--- src/rtl/x2050_pkg.sv ---
// rtl/x2050_pkg.sv - shared state encoding and channel indices for the 2050 channel-priority scheduler
package x2050_pkg;

  // Scheduler states: waiting for a request, requesting break-in, routine running
  typedef enum logic [1:0] {
    PRI_IDLE = 2'd0,
    PRI_PEND = 2'd1,
    PRI_RUN  = 2'd2
  } pri_state_t;

  // Channel indices for the standard four-channel machine; lower index wins ties
  localparam int CH_SEL1 = 0;
  localparam int CH_SEL2 = 1;
  localparam int CH_SEL3 = 2;
  localparam int CH_MPX  = 3;

  // Width of each per-channel pass-over counter
  localparam int WAIT_W = 4;

endpackage

--- src/rtl/x2050pri_pick.sv ---
// rtl/x2050pri_pick.sv - lowest-index request picker with starvation boost override
module x2050pri_pick #(
  parameter int NCH = 4,
  parameter int IDW = 2
) (
  input  logic [NCH-1:0] i_req,
  input  logic [NCH-1:0] i_boost,
  output logic [IDW-1:0] o_id,
  output logic           o_any,
  output logic           o_boosted
);

  logic [NCH-1:0] boosted_req;
  logic [NCH-1:0] cand;

  // Boosted requesters shadow everyone else; within a class the lowest index wins
  always_comb begin
    boosted_req = i_req & i_boost;
    o_boosted   = |boosted_req;
    cand        = o_boosted ? boosted_req : i_req;
    o_any       = |i_req;
    o_id        = '0;
    for (int i = NCH - 1; i >= 0; i--) begin
      if (cand[i]) o_id = IDW'(i);
    end
  end

endmodule

--- src/rtl/x2050pri.sv ---
// rtl/x2050pri.sv - channel-priority scheduler driving the 2050 break-in routine request
module x2050pri
  import x2050_pkg::*;
#(
  parameter int NCH     = 4,
  parameter int IDW     = 2,
  parameter int MAXWAIT = 3
) (
  input  logic           i_clk,
  input  logic           i_reset,
  input  logic           i_ros_advance,
  input  logic [NCH-1:0] i_req,
  input  logic           i_gate_break_routine,
  input  logic           i_last_cycle,
  input  logic           i_break_out,
  input  logic           i_chain,
  output logic           o_routine_request,
  output logic [IDW-1:0] o_grant_id,
  output logic           o_grant_valid,
  output logic [NCH-1:0] o_ack,
  output logic           o_busy,
  output logic           o_boosted
);

  localparam logic [WAIT_W-1:0] WMAX = WAIT_W'(MAXWAIT);

  pri_state_t                     state_q, state_d;
  logic [IDW-1:0]                 grant_id_q, grant_id_d;
  logic                           boosted_q, boosted_d;
  logic [NCH-1:0]                 ack_q, ack_d;
  logic [NCH-1:0][WAIT_W-1:0]     wait_q, wait_d;

  logic [NCH-1:0]                 boost_vec;
  logic [NCH-1:0]                 grant_mask;
  logic [IDW-1:0]                 pick_id;
  logic                           pick_any;
  logic                           pick_boosted;
  logic                           gate_evt;
  logic                           routine_end;

  // A channel is boosted once it has been passed over the maximum number of times
  always_comb begin
    boost_vec = '0;
    for (int i = 0; i < NCH; i++) begin
      boost_vec[i] = (wait_q[i] == WMAX);
    end
  end

  x2050pri_pick #(
    .NCH (NCH),
    .IDW (IDW)
  ) u_pick (
    .i_req     (i_req),
    .i_boost   (boost_vec),
    .o_id      (pick_id),
    .o_any     (pick_any),
    .o_boosted (pick_boosted)
  );

  assign grant_mask  = NCH'(1) << grant_id_q;
  assign routine_end = i_last_cycle | i_break_out;

  // Next-state logic: arbitrate from IDLE or on chain exit, hold the grant otherwise
  always_comb begin
    state_d    = state_q;
    grant_id_d = grant_id_q;
    boosted_d  = boosted_q;
    ack_d      = '0;
    gate_evt   = 1'b0;
    if (i_ros_advance) begin
      case (state_q)
        PRI_IDLE: begin
          if (pick_any) begin
            state_d    = PRI_PEND;
            grant_id_d = pick_id;
            boosted_d  = pick_boosted;
          end
        end
        PRI_PEND: begin
          if (i_gate_break_routine) begin
            state_d  = PRI_RUN;
            gate_evt = 1'b1;
            ack_d    = grant_mask;
          end else if ((i_req & grant_mask) == '0) begin
            state_d    = PRI_IDLE;
            grant_id_d = '0;
            boosted_d  = 1'b0;
          end
        end
        PRI_RUN: begin
          if (routine_end) begin
            if (i_chain && pick_any) begin
              state_d    = PRI_PEND;
              grant_id_d = pick_id;
              boosted_d  = pick_boosted;
            end else begin
              state_d    = PRI_IDLE;
              grant_id_d = '0;
              boosted_d  = 1'b0;
            end
          end
        end
        default: begin
          state_d    = PRI_IDLE;
          grant_id_d = '0;
          boosted_d  = 1'b0;
        end
      endcase
    end
  end

  // Pass-over counters: idle channels forget, the gated winner restarts, losers age
  always_comb begin
    wait_d = wait_q;
    if (i_ros_advance) begin
      for (int i = 0; i < NCH; i++) begin
        if (!i_req[i]) begin
          wait_d[i] = '0;
        end else if (gate_evt) begin
          if (IDW'(i) == grant_id_q) begin
            wait_d[i] = '0;
          end else if (wait_q[i] < WMAX) begin
            wait_d[i] = wait_q[i] + 1'b1;
          end
        end
      end
    end
  end

  // State register; the ack is rebuilt every clock so it can only ever pulse once
  always_ff @(posedge i_clk) begin
    if (i_reset) begin
      state_q    <= PRI_IDLE;
      grant_id_q <= '0;
      boosted_q  <= 1'b0;
      ack_q      <= '0;
      wait_q     <= '0;
    end else begin
      state_q    <= state_d;
      grant_id_q <= grant_id_d;
      boosted_q  <= boosted_d;
      ack_q      <= ack_d;
      wait_q     <= wait_d;
    end
  end

  assign o_routine_request = (state_q == PRI_PEND);
  assign o_grant_valid     = (state_q == PRI_PEND) || (state_q == PRI_RUN);
  assign o_busy            = (state_q == PRI_RUN);
  assign o_grant_id        = grant_id_q;
  assign o_boosted         = boosted_q;
  assign o_ack             = ack_q;

endmodule

--- config.mk ---
export PLATFORM = sky130hd
export DESIGN_NAME = x2050pri
export DESIGN_NICKNAME = d
export VERILOG_FILES = /design/src/rtl/x2050_pkg.sv /design/src/rtl/x2050pri_pick.sv /design/src/rtl/x2050pri.sv
export SDC_FILE = /design/constraint.sdc
export NUM_CORES = 1
export LEC_CHECK = 0
export ABC_AREA = 0
export CAP_MARGIN = 30
export CORE_ASPECT_RATIO = 0.8
export CORE_MARGIN = 4
export CORE_UTILIZATION = 45
export CTS_CLUSTER_SIZE = 8
export DETAILED_ROUTE_END_ITERATION = 8
export PLACE_DENSITY = 0.76
export SYNTH_ARGS = -nofsm -noshare
export SYNTH_HDL_FRONTEND = slang
export SYNTH_HIERARCHICAL = 1
export SYNTH_SLANG_ARGS = --single-unit
--- constraint.sdc ---
create_clock -name i_clk -period 1.8 [get_ports i_clk]
set_input_delay 0.36 -clock i_clk [delete_from_list [all_inputs] [get_ports i_clk]]
set_output_delay 0.36 -clock i_clk [all_outputs]
set_load 0.05 [all_outputs]
==> run summary, run 1 <==
status -> finished clean
setup slack at placement -> -0.370 ns
Area Growth Syn to Fin -> 33.4%
post-synthesis async set-or-reset flop share -> 0%
Flop pwr share -> 50.1%
startpoint type of the worst setup path -> register
Total Wirelength -> 3300 µm
r2r endpoint -> state_q[0]$_SDFFE_PP0P_
Post-Syn Area -> 1370 µm²
io pins -> 21
ANT nets after route -> 0
net count after synthesis -> 173
Max-cap violations -> 0
worst r2r path cells -> 4
synthesized instance count -> 154
largest net degree at the start of global routing -> 14
maximum clock insertion buffer count -> 2
Die X -> 69.7 µm
CP required -> 2.00 ns
gpl congestion -> 0.867
worst-margin pin slew -> 0.349 ns
Multi-input gate area -> 831 µm²
Switch Pwr -> 0.308 mW
post-route cell area -> 1830 µm²
PD cells -> 630 nW/µm²
Clock Latency Late Sink -> 0.26 ns
WHS Path Cells -> 2
clk slew on worst S/H paths -> 0.09 ns
maximum VDD drop -> 0.619 mV
Synth Flop Type -> dfxtp_1
vias per inst -> 5.53
Placed Cells -> 227
vias in the first global route -> 1270
Die ar. -> 4000 µm²
sw frac -> 26.7%
Relative slew margins -> 76.7%
Yosys warnings -> 6
Post-synth EDFFs -> 0
# setup viols final -> 0
register area -> 507 µm²
Num CTS Buffers -> 3
crit-path max FO -> 3
Hold Buf Count CTS -> 0
HPWL after DPL -> 2560 µm
Setup Skew -> 0.00740 ns
Core Rows -> 17
worst hold slack -> 0.461 ns
WP data arrival -> 1.95 ns
CTS tree -> done
Final period util -> 97.6%
total track usage -> 16.7%
via count -> 1284
worst hold path type -> reg -> reg
DR DRC count -> 0
Yosys cell types -> 41
antenna violations before repair -> 0
synthesized flop and latch total -> 25
die span in y -> 57.4 µm
slack of the critical path -> 0.0437 ns
register area share after synthesis -> 36.5%
Crit Path Class -> reg -> reg
H-tree levels -> 1
unrepaired setup endpoints after global routing -> true
post-route insts no fill -> 232
Tmin final -> 1.76 ns
hold_sp -> wait_q[13]$_SDFFE_PP0P_
DP Area -> 1760 µm²
leak pwr -> 0.800 nW
ant diodes -> 0
clock share of power -> 28.1%
core area -> 2830 µm²
first-pass GRT wire length -> 5520 µm
GR Overflow Total -> 0
DR WL/cell -> 14.2 µm
NumNets Final -> 214
initial core utilization -> 48.5%
syn_area_per_cell -> 8.90 µm²
post-layout util -> 64.7%
filler instances -> 235
Max Transition Viols Final -> 0
Setup crit end kind -> register
initial DRC count -> 89
drt first pass iters -> 4
r2r setup slk -> 0.04 ns
Clock Sinks -> 25
fmax -> 569 MHz
I/O Buffers -> 20
final hold viol count -> 0
Hold EP -> wait_q[13]$_SDFFE_PP0P_
combinational power share -> 21.8%
worst r2r src -> o_grant_id[0]$_SDFFE_PP0P_
cell-internal power -> 0.845 mW
share of layout cells above drive strength 1 -> 24.2%
clk root buf -> clkbuf_8
-- layout make-up --
type	instances	share of cell area, %
repair buffers	40	19.6
inverters	11	2.26
multi-input cells	114	45.4
flip-flops and latches	25	27.7
well taps	38	2.60
clock buffers	4	2.46
-- synthesized netlist by cell type, drive strengths merged (2+ instances only) --
cell type | instances | area share [%]
inv | 11 | 3.0
a22oi | 2 | 1.5
nand2 | 10 | 2.7
nand2b | 6 | 2.7
or2b | 2 | 1.1
nand4b | 3 | 1.9
o21ai | 10 | 3.6
and2 | 9 | 4.1
or4 | 3 | 1.6
dfxtp | 25 | 36
or3 | 3 | 1.4
nor3b | 4 | 2.2
a21oi | 12 | 4.4
o21a | 2 | 1.1
clkbuf | 3 | 0.82
mux2i | 6 | 4.4
ha | 8 | 7.3
o221ai | 2 | 1.3
a211o | 2 | 1.3
nor3 | 2 | 0.73
xnor2 | 3 | 1.9
a31oi | 2 | 0.91
nor2 | 8 | 2.2
-- critical path: stages, from the launching register on --
cell	delay (ns)
dfxtp_4	0.36
mux4_2	0.50
and3b_1	0.23
or4_1	0.46
a21oi_1	0.13
-- routing by layer --
layer	GRT usage, %	wire, µm	part of all wire [%]
met1	21.2	1550	47
met2	28.9	1580	48
met3	4.93	165	5.0
met4	2.73	7	0.21
met5	0	0	0
-- registers in the layout, indices dropped and copies added, names as in the netlist --
signal / flops
o_boosted: 1
state_q: 2
o_ack: 4
o_grant_id: 2
wait_q: 16
-- cells in the final DEF, fill, tap and decap left out, types with 4 or more instances in the layout --
cell,synthesis,routed
a21oi_1,12,12
and2_1,9,9
nor2_1,8,8
nand2_1,10,10
ha_1,8,7
buf_4,0,27
o21ai_0,9,9
nand2b_1,6,6
clkdlybuf4s50_1,0,6
dfxtp_1,25,22
dlygate4sd2_1,0,4
inv_1,11,11
mux2i_1,6,6
-- what timing repair did --
| item | in CTS | in global routing |
|---|---|---|
| buffers inserted | 1 | 0 |
| pin swaps | 1 | 0 |
| setup endpoints to repair | 5 | 4 |
| gates resized for setup | 4 | 5 |
-- how the worst max path moves through the flow --
stage	startpoint	cells past startpoint	slack, ns	endpoint
final	o_grant_id[0]$_SDFFE_PP0P_	4	0.04	state_q[0]$_SDFFE_PP0P_
after global routing	o_grant_id[0]$_SDFFE_PP0P_	4	-0.004	state_q[0]$_SDFFE_PP0P_
after detailed placement	i_req[2]	5	-0.37	state_q[0]$_SDFFE_PP0P_
after floorplan	o_grant_id[0]$_SDFFE_PP0P_	5	-0.08	state_q[0]$_SDFFE_PP0P_
after global placement	i_req[2]	5	-0.34	state_q[0]$_SDFFE_PP0P_
after CTS	wait_q[12]$_SDFFE_PP0P_	8	0.02	o_grant_id[0]$_SDFFE_PP0P_
-- logic make-up after synthesis --
family                   count (synthesis)  share of synthesized area [%]
XOR/XNOR                                 3                           1.92
flip-flops                              25                           36.5
AO/OA/AOI/OAI                           42                           21.0
AND/OR/NAND/NOR                         54                           22.6
buffers and inverters                   15                           4.65
multiplexers                             7                           6.02
adder cells (fa/ha/maj)                  8                           7.30
-- power by group through the flow --
| stage | Clock [mW] | Combinational, mW | Sequential (mW) |
|---|---|---|---|
| after floorplan | 0 | 0.131 | 0.596 |
| after global placement | 0 | 0.241 | 0.589 |
| after detailed placement | 0 | 0.248 | 0.590 |
| after CTS | 0.328 | 0.248 | 0.577 |
| after global routing | 0.362 | 0.271 | 0.580 |
| final | 0.324 | 0.251 | 0.578 |
-- through the flow --
| step | power, mW | setup TNS [ns] |
|---|---|---|
| floorplan | 0.726 | -0.0918 |
| CTS | 1.15 | 0 |
| detailed placement | 0.839 | -1.90 |
| global placement | 0.830 | -1.55 |
| finish | 1.15 | 0 |
| global route | 1.21 | -0.00439 |
(Power assumes the default switching activity.)
==> inputs of run 2 (changes only) <==
CORE_UTILIZATION = 37   (was 45)
PLACE_DENSITY = 0.66   (was 0.76)
==> run 2 against run 1 <==
Net effect: critical path depth stayed put; critical endpoint unchanged; via count is 1.9% lower; combinational power hardly changed; sequential share of layout area is 0.26 points lower; setup slack better by 0.046 ns; total power hardly changed; utilization is 12 points lower; cell count is 2.2% higher; die area is 19% higher; global-route usage is 1.8 points lower; clock-buffer cell count is 1 lower.
==> run summary, run 2 (same netlist as run 1, synthesis figures left out) <==
commonest non-fill, non-tap cell in the layout -> buf_4
Clock Latency Late Sink -> 0.26 ns (about the same)
clk root buf -> clkbuf_8
first-pass GRT wire length -> 5860 µm (+6.1%)
most frequent cells in the layout -> buf_4, dfxtp_1, a21oi_1
WHS Path Cells -> 2 (unchanged)
antenna violations before repair -> 0 (unchanged)
Core Rows -> 19 (+2)
total track usage -> 14.9% (-1.8 points)
startpoint type of the worst setup path -> register
worst r2r path cells -> 4 (unchanged)
initial DRC count -> 73 (-18%)
maximum clock insertion buffer count -> 2 (unchanged)
filler instances -> 345 (+47%)
Die X -> 76.1 µm (+9.1%)
I/O Buffers -> 20 (unchanged)
Area Growth Syn to Fin -> 34.7%
largest net degree at the start of global routing -> 15 (+1)
status -> finished clean
sw frac -> 26.8% (+0.11 points)
io pins -> 21 (unchanged)
DR top layer -> met4
Clock Sinks -> 25 (unchanged)
Num CTS Buffers -> 3 (unchanged)
M1 WL -> 1600 µm (+3.6%)
ANT nets after route -> 0 (unchanged)
vias in the first global route -> 1280 (+0.79%)
Switch Pwr -> 0.309 mW (+0.32%)
Die ar. -> 4750 µm² (+19%)
PD cells -> 623 nW/µm² (-1.0%)
Tmin final -> 1.71 ns (-0.0459 ns)
clk slew on worst S/H paths -> 0.09 ns (about the same)
post-route insts no fill -> 237 (+2.2%)
CP required -> 2.00 ns (about the same)
Final period util -> 95.0% (-2.6 points)
combinational power share -> 21.9% (about the same)
# setup viols final -> 0 (unchanged)
DR DRC count -> 0 (unchanged)
total power -> 1.15 mW (about the same)
NumNets Final -> 215 (+0.47%)
worst r2r src -> o_grant_id[0]$_SDFFE_PP0P_
Setup crit end kind -> register
ant diodes -> 0 (unchanged)
via count -> 1260 (-1.9%)
final hold viol count -> 0 (unchanged)
share of layout cells above drive strength 1 -> 26.2% (+1.9 points)
DR WL/cell -> 14.2 µm (+0.21%)
Max Transition Viols Final -> 0 (unchanged)
Top reg by flops -> wait_q
max reg flops -> 16 (unchanged)
Max-cap violations -> 0 (unchanged)
initial core utilization -> 39.2% (-9.2 points)
worst-margin pin slew -> 0.352 ns (+0.00287 ns)
GR Overflow Total -> 0 (unchanged)
worst hold slack -> 0.477 ns (+0.0158 ns)
Hold EP -> wait_q[12]$_SDFFE_PP0P_
hold_sp -> wait_q[12]$_SDFFE_PP0P_
crit-path max FO -> 4 (+1)
Placed Cells -> 233 (+2.6%)
vias per inst -> 5.32 (-3.9%)
cell-internal power -> 0.843 mW (-0.22%)
Flop pwr share -> 50.2% (about the same)
core area -> 3490 µm² (+24%)
fmax -> 585 MHz (+2.7%)
H-tree levels -> 1 (unchanged)
register area -> 507 µm² (unchanged)
die span in y -> 62.5 µm (+8.8%)
worst hold path type -> reg -> reg
maximum VDD drop -> 0.342 mV (-45%)
drt first pass iters -> 4 (unchanged)
r2r endpoint -> state_q[0]$_SDFFE_PP0P_
clock share of power -> 27.9% (-0.2 points)
Crit Path Class -> reg -> reg
Relative slew margins -> 76.4% (-0.32 points)
r2r setup slk -> 0.09 ns (+0.05 ns)
gpl congestion -> 0.857 (-1.1%)
Met2 Routed Length -> 1610 µm (+1.8%)
leak pwr -> 0.812 nW (+1.4%)
post-CTS setup buffer count -> 0 (-1)
WP data arrival -> 1.91 ns (-0.04 ns)
post-layout util -> 52.8% (-12 points)
Total Wirelength -> 3380 µm (+2.4%)
metal3 WL -> 146 µm (-12%)
Hold Buf Count CTS -> 0 (unchanged)
Setup Skew -> 0.00580 ns (-0.00159 ns)
CTS tree -> done
Multi-input gate area -> 835 µm² (+0.45%)
HPWL after DPL -> 2680 µm (+4.7%)
==> run 2: cell types whose count changed in the layout (fill, tap and decap cells not counted), sizes merged <==
cell    change
buf         +1
clkbuf      -1
clkinv      +1
==> run 2: worst max-delay path, cell delays in order, from the launching register on <==
cell and delay, ns:
dfxtp_4 0.36, mux4_2 0.50, and3b_1 0.20, or4_1 0.46, a21oi_1 0.12
==> run 2: power by group through the flow <==
stage | registers [mW] | logic [mW] | clock network (mW)
2_1_floorplan | 0.596 | 0.131 | 0
3_3_place_gp | 0.589 | 0.247 | 0
3_5_place_dp | 0.590 | 0.253 | 0
4_1_cts | 0.577 | 0.252 | 0.343
5_1_grt | 0.580 | 0.274 | 0.361
6_report | 0.578 | 0.252 | 0.322
==> run 2: metrics by stage <==
step | instance area [µm²] | TNS [ns] | setup slack (ns)
4_1_cts | 1820 | 0 | 0.0440
3_5_place_dp | 1780 | -1.83 | -0.389
2_1_floorplan | 1380 | -0.0918 | -0.0801
6_report | 1850 | 0 | 0.0896
5_1_grt | 1850 | -0.0109 | -0.0109
3_3_place_gp | 1780 | -1.57 | -0.373
==> run 2: cell type report <==
type / instances / area share, %
Multi-Input combinational cell: 114 / 45.2
Sequential cell: 25 / 27.4
Timing Repair Buffer: 41 / 19.8
Tap cell: 42 / 2.85
Clock buffer: 3 / 2.24
Inverter: 11 / 2.24
Clock inverter: 1 / 0.271
==> run 2: how the worst max path moves through the flow <==
stage	from	end	slack [ns]	cells past startpoint
after floorplan	o_grant_id[0]$_SDFFE_PP0P_	state_q[0]$_SDFFE_PP0P_	-0.08	5
after global placement	i_req[3]	state_q[0]$_SDFFE_PP0P_	-0.37	5
after detailed placement	i_req[3]	state_q[0]$_SDFFE_PP0P_	-0.39	5
after CTS	wait_q[4]$_SDFFE_PP0P_	o_grant_id[0]$_SDFFE_PP0P_	0.04	7
after global routing	wait_q[0]$_SDFFE_PP0P_	o_grant_id[1]$_SDFFE_PP0P_	-0.01	8
final	o_grant_id[0]$_SDFFE_PP0P_	state_q[0]$_SDFFE_PP0P_	0.09	4
==> run 2: repair_timing <==
action	CTS	global route
setup endpoints to repair	5	4
pin swaps	0	1
gates resized for setup	5	7
==> run 2: per-layer routing <==
metal  GRT usage [%]  up-vias
met5               0        -
met4            3.28        0
met3            3.89        2
met2            24.9       20
met1            19.4      595
li1                -      643
